### config.mk
export PLATFORM = sky130hd
export DESIGN_NAME = divisor_segmentado_param
export DESIGN_NICKNAME = d
export VERILOG_FILES = /design/src/rtl/divisor_segmentado_param.sv
export SDC_FILE = /design/constraint.sdc
export NUM_CORES = 1
export LEC_CHECK = 0
export BUFFER_PORTS_ARGS = -buffer_cell sky130_fd_sc_hd__buf_2
export CAP_MARGIN = 10
export CORE_ASPECT_RATIO = 1.5
export CORE_UTILIZATION = 59
export CTS_BUF_LIST = sky130_fd_sc_hd__clkbuf_4
export CTS_CLUSTER_DIAMETER = 50
export DETAILED_ROUTE_END_ITERATION = 8
export GPL_TIMING_DRIVEN = 0
export PLACE_DENSITY = 0.85
export REMOVE_ABC_BUFFERS = 1
export SYNTH_ARGS = -nofsm -noshare
export SYNTH_HDL_FRONTEND = slang
export SYNTH_SLANG_ARGS = --single-unit
### constraint.sdc
create_clock -name clk -period 8.5 [get_ports clk]
set_clock_uncertainty 0.15 [all_clocks]
set_input_delay 0.85 -clock clk [delete_from_list [all_inputs] [get_ports clk]]
set_output_delay 0.85 -clock clk [all_outputs]
set_load 0.005 [all_outputs]
### src/rtl/divisor_segmentado_param.sv
// Parametrised pipelined integer divider (restoring, one quotient bit per stage).
// Accepts one signed or unsigned division per cycle and returns quotient,
// remainder, tag and divide-by-zero / overflow flags SIZE+2 cycles later.
//
// Handshake: a request transfers on a rising edge where in_valid && in_ready;
// a result transfers on a rising edge where out_valid && out_ready. The whole
// pipeline advances together only when the output register is empty or being
// consumed (advance = !out_valid || out_ready), so in_ready equals advance and
// everything, bubbles included, holds still while the consumer stalls.
module divisor_segmentado_param #(
  parameter int SIZE  = 8,
  parameter int TAG_W = 4
) (
  input  logic             clk,
  input  logic             rst_n,
  input  logic             in_valid,
  output logic             in_ready,
  input  logic             in_signed,
  input  logic [SIZE-1:0]  in_num,
  input  logic [SIZE-1:0]  in_den,
  input  logic [TAG_W-1:0] in_tag,
  output logic             out_valid,
  input  logic             out_ready,
  output logic [SIZE-1:0]  out_coc,
  output logic [SIZE-1:0]  out_res,
  output logic [TAG_W-1:0] out_tag,
  output logic             out_dbz,
  output logic             out_ovf
);

  localparam logic [SIZE-1:0] MIN_VAL = {1'b1, {(SIZE-1){1'b0}}};

  logic advance;

  // Stage 0 holds the captured operation; stages 1..SIZE each hold the state
  // after one more restoring step. st_quo starts as |num| and shifts quotient
  // bits in from the right while the dividend bits shift out on the left.
  logic             st_valid [0:SIZE];
  logic [TAG_W-1:0] st_tag   [0:SIZE];
  logic             st_negq  [0:SIZE];
  logic             st_negr  [0:SIZE];
  logic             st_dbz   [0:SIZE];
  logic             st_ovf   [0:SIZE];
  logic [SIZE-1:0]  st_num   [0:SIZE];
  logic [SIZE-1:0]  st_rem   [0:SIZE];
  logic [SIZE-1:0]  st_quo   [0:SIZE];
  logic [SIZE-1:0]  st_den   [0:SIZE-1];

  logic [SIZE:0]    shifted  [1:SIZE];
  logic [SIZE:0]    trial    [1:SIZE];
  logic [SIZE-1:0]  nxt_rem  [1:SIZE];
  logic [SIZE-1:0]  nxt_quo  [1:SIZE];

  logic             num_neg;
  logic             den_neg;
  logic [SIZE-1:0]  num_mag;
  logic [SIZE-1:0]  den_mag;
  logic [SIZE-1:0]  fin_coc;
  logic [SIZE-1:0]  fin_res;

  // Global stall: the output register is the only place backpressure lands.
  always_comb begin
    advance  = !out_valid || out_ready;
    in_ready = advance;
  end

  // Operand magnitudes and signs for the capture stage.
  always_comb begin
    num_neg = in_signed && in_num[SIZE-1];
    den_neg = in_signed && in_den[SIZE-1];
    num_mag = num_neg ? -in_num : in_num;
    den_mag = den_neg ? -in_den : in_den;
  end

  // One restoring step per stage on a (SIZE+1)-bit partial remainder. The
  // remainder stays below the divisor, so a clear borrow bit means "subtract".
  always_comb begin
    for (int i = 1; i <= SIZE; i++) begin
      shifted[i] = {st_rem[i-1], st_quo[i-1][SIZE-1]};
      trial[i]   = shifted[i] - {1'b0, st_den[i-1]};
      if (!trial[i][SIZE]) begin
        nxt_rem[i] = trial[i][SIZE-1:0];
        nxt_quo[i] = {st_quo[i-1][SIZE-2:0], 1'b1};
      end else begin
        nxt_rem[i] = shifted[i][SIZE-1:0];
        nxt_quo[i] = {st_quo[i-1][SIZE-2:0], 1'b0};
      end
    end
  end

  // Sign correction and flag overrides feeding the output register.
  always_comb begin
    fin_coc = st_negq[SIZE] ? -st_quo[SIZE] : st_quo[SIZE];
    fin_res = st_negr[SIZE] ? -st_rem[SIZE] : st_rem[SIZE];
    if (st_dbz[SIZE]) begin
      fin_coc = '1;
      fin_res = st_num[SIZE];
    end else if (st_ovf[SIZE]) begin
      fin_coc = MIN_VAL;
      fin_res = '0;
    end
  end

  // Pipeline registers: capture, SIZE division steps, output stage.
  always_ff @(posedge clk) begin
    if (!rst_n) begin
      for (int i = 0; i <= SIZE; i++) begin
        st_valid[i] <= 1'b0;
        st_tag[i]   <= '0;
        st_negq[i]  <= 1'b0;
        st_negr[i]  <= 1'b0;
        st_dbz[i]   <= 1'b0;
        st_ovf[i]   <= 1'b0;
        st_num[i]   <= '0;
        st_rem[i]   <= '0;
        st_quo[i]   <= '0;
      end
      for (int i = 0; i < SIZE; i++) begin
        st_den[i] <= '0;
      end
      out_valid <= 1'b0;
      out_coc   <= '0;
      out_res   <= '0;
      out_tag   <= '0;
      out_dbz   <= 1'b0;
      out_ovf   <= 1'b0;
    end else if (advance) begin
      st_valid[0] <= in_valid;
      st_tag[0]   <= in_tag;
      st_negq[0]  <= num_neg ^ den_neg;
      st_negr[0]  <= num_neg;
      st_dbz[0]   <= (in_den == '0);
      st_ovf[0]   <= in_signed && (in_num == MIN_VAL) && (in_den == '1);
      st_num[0]   <= in_num;
      st_rem[0]   <= '0;
      st_quo[0]   <= num_mag;
      st_den[0]   <= den_mag;
      for (int i = 1; i <= SIZE; i++) begin
        st_valid[i] <= st_valid[i-1];
        st_tag[i]   <= st_tag[i-1];
        st_negq[i]  <= st_negq[i-1];
        st_negr[i]  <= st_negr[i-1];
        st_dbz[i]   <= st_dbz[i-1];
        st_ovf[i]   <= st_ovf[i-1];
        st_num[i]   <= st_num[i-1];
        st_rem[i]   <= nxt_rem[i];
        st_quo[i]   <= nxt_quo[i];
      end
      for (int i = 1; i < SIZE; i++) begin
        st_den[i] <= st_den[i-1];
      end
      out_valid <= st_valid[SIZE];
      out_coc   <= fin_coc;
      out_res   <= fin_res;
      out_tag   <= st_tag[SIZE];
      out_dbz   <= st_dbz[SIZE];
      out_ovf   <= st_ovf[SIZE];
    end
  end

endmodule

==> flow_metrics.py <==
metrics = {
    "outcome": {
        "status": "complete, but fails checks",
        "violations": "design-rule violations",
    },
    "yosys": {
        "async_reset_ff_share_pct": 0,
        "synth_edf_count": 345,
        "synth_ff_type": "edfxtp_1",
        "syn_inst": 1417,
        "yosysSeqAreaShare_pct": 61.4,
        "synth.area.top_cells": "edfxtp_1, and3_1, ha_1",
        "synth_top_cell_by_area": "edfxtp_1",
        "synth-seq-cells": 368,
        "synth_top_area_share_pct": 58.8,
        "netlist_area_um2": 17600,
        "yosys_warnings": 0,
        "synth_cell_types": 61,
        "synth_common_cells": "edfxtp_1, and3_1, inv_1, nor2_1, a21oi_1",
        "avgSynthCellArea_um2": 12.4,
        "yosysMostFrequentCell": "edfxtp_1",
    },
    "placed_design": {
        "io_buffers": 48,
        "place.gp.congestion": 0.927,
        "hpwl_mm": 21.0,
    },
    "pwr": {
        "combPwrFrac_pct": 28.4,
        "power_mw": 4.99,
        "cellPowerDensity_nw_per_um2": 258,
        "power_frac_seq_pct": 44.2,
        "vdd_ir_drop_max_mv": 0.123,
        "p_int_mw": 3.37,
        "clockPowerShare_pct": 27.4,
        "power.switching_mw": 1.62,
        "leakage_nw": 8.46,
        "sw_frac_of_total_pct": 32.4,
    },
    "sta": {
        "slew_violations": 0,
        "max_freq_mhz": 289,
        "finalCritPeriodShare_pct": 40.7,
        "post-route-min-period_ns": 3.46,
        "setup_viol": 0,
        "worst_pin_slew_ns": 0.827,
        "slew_headroom_pct": 43.3,
        "rsz0062_at_grt": "false",
        "finalHoldViolCount": 0,
    },
    "finish": {
        "drive_gt1_share_pct": 14.3,
        "final_nets": 1582,
        "final_core_util_pct": 65.8,
        "area_growth_pct": 9.77,
    },
    "routing": {
        "drt_iter0_markers": 824,
        "via_per_inst": 5.92,
        "first_pass_iters": 7,
        "dr_total_vias": 11500,
        "wl_per_cell_um": 17.2,
        "ant_nets": 0,
        "wl_mm": 33.5,
        "remaining_drc_errors": 2,
    },
    "clocking": {
        "cts_sinks": 368,
        "cts-buffers-inserted": 85,
        "cts_resized": 0,
        "root_buffer": "clkbuf_4",
        "clk_latency_ns": 0.72,
        "clockBufferDepth": 3,
        "cts_tree": "done",
        "htreeDepth": 3,
        "post_cts_buffers": 0,
        "path_clk_slew_ns": 0.08,
        "ctsHoldBuffers": 0,
    },
    "global_route": {
        "grt-ovfl-total": 0,
        "grtUsageTotal_pct": 22.2,
        "grt_pass1_vias": 11600,
        "grt_antenna_before_repair": 2,
        "grt_max_degree": 173,
        "grt_pass1_wl_mm": 53.3,
    },
    "job": {
        "drv_cap": 0,
    },
    "setup_path": {
        "crit_path_end_kind": "flip-flop",
        "path_class": "reg2reg",
        "worstPathArrival_ns": 3.79,
        "path_max_fanout": 130,
        "critPathLaunchType": "flip-flop",
        "critPathRequiredTime_ns": 8.82,
    },
    "die": {
        "ioPinCount": 49,
        "die-width_um": 143,
        "initial_core_util_pct": 59.9,
        "row_count": 77,
        "dieArea_um2": 30600,
        "core_area_um2": 29400,
        "die_h_um": 214,
    },
    "min_path": {
        "min_path_type": "in2reg",
    },
}
-- per-stage QoR --
| step | cell area [µm²] | hold WS, ns | std cells | setup slack [ns] | setup TNS (ns) |
|---|---|---|---|---|---|
| 6_report | 19300 | 0.304 | 1946 | 5.04 | 0 |
| 2_1_floorplan | 17300 | 0.284 | 1346 | -0.287 | -98.86 |
| 3_5_place_dp | 18200 | 0.306 | 1794 | 4.40 | 0 |
| 5_1_grt | 19300 | 0.248 | 1946 | 4.76 | 0 |
| 3_3_place_gp | 18100 | 0.283 | 1789 | -3.85 | -1318.99 |
| 4_1_cts | 19300 | 0.248 | 1942 | 4.96 | 0 |
-- layout by cell type, fill, tap and decap left out, drive strengths merged, types with 4 or more instances in the layout --
master,netlist,final
mux2,6,6
nand2,41,41
nor2,81,81
o21ai,52,52
a2111oi,6,6
a21o,17,17
buf,6,54
nor4,7,7
xnor2,20,20
o41ai,20,20
o31ai,4,4
nand3,44,44
inv,84,86
o21a,17,17
nor2b,21,21
fa,7,7
clkinv,0,22
nand2b,13,13
nand4,21,21
mux2i,7,7
o31a,6,6
xor2,20,20
a22oi,10,10
clkbuf,67,122
and3,207,207
edfxtp,345,345
a21boi,6,6
nor3,29,29
a21oi,68,68
and2,20,20
dfxtp,23,23
nor3b,8,8
a221oi,6,6
ha,63,63
o22ai,6,6
or3,7,7
a221o,14,14
a211oi,23,23
-- critical path, cell delays in order (launching register included) --
cell     delay, ns
dfxtp_1       0.35
nor2b_1       0.65
inv_6         0.35
buf_16        0.32
nand2_4       0.56
buf_16        0.34
nor3_1        0.17
a21o_1        0.25
-- routing by layer --
metal / track usage (%) / share of wire (%)
met5: 0 / 0
met4: 13.0 / 3.6
met3: 4.22 / 4.1
met2: 43.1 / 57
met1: 21.4 / 36
-- cell families after synthesis --
kind of cell / share of synthesized area, %
xor+xnor: 1.99
mux: 0.909
simple gates: 16.0
buf+inv: 3.37
flops: 61.4
compound gates: 11.0
other cells: 0.0213
fa+ha+maj: 5.27
-- area by class of cell --
type / count / area [µm²]
inverter: 84 / 328
multi-input combinational: 894 / 6210
fill: 2051 / 10000
antenna: 3 / 7.51
sequential: 368 / 10800
clock inverter: 26 / 144
timing repair buffer: 54 / 412
tap: 395 / 494
clock buffer: 122 / 916
-- final timing paths --
check / from / endpoint / slack [ns] / cells after the start
min reg2reg: out_ovf$_SDFFE_PN0N_ / out_ovf$_SDFFE_PN0N_ / 0.32 / 2
min: in_tag[1] / st_tag[0][1]$_SDFFCE_PN0P_ / 0.30 / 2
max reg2reg: out_valid$_SDFFE_PN0N_ / st_rem[0][71]$_SDFFCE_PN0P_ / 5.04 / 7
max: out_valid$_SDFFE_PN0N_ / st_rem[0][71]$_SDFFCE_PN0P_ / 5.04 / 7
-- registers in the layout, indices dropped and copies added (netlist names), 4 cells and up --
signal and flops:
st_valid 9, st_den 64, st_quo 72, out_res 8, st_negr 9, st_num 64
st_tag 36, st_dbz 9, out_coc 8, out_tag 4, st_ovf 9, st_negq 9
st_rem 64
-- power groups by stage --
stage               registers (mW)  clock network (mW)  logic [mW]
floorplan                     2.22                   0        1.03
CTS                           2.21                1.39        1.39
finish                        2.21                1.37        1.42
global route                  2.22                1.48        1.54
global placement              2.24                   0        1.33
detailed placement            2.24                   0        1.38
Note: power is estimated with default switching activity, not from simulation.
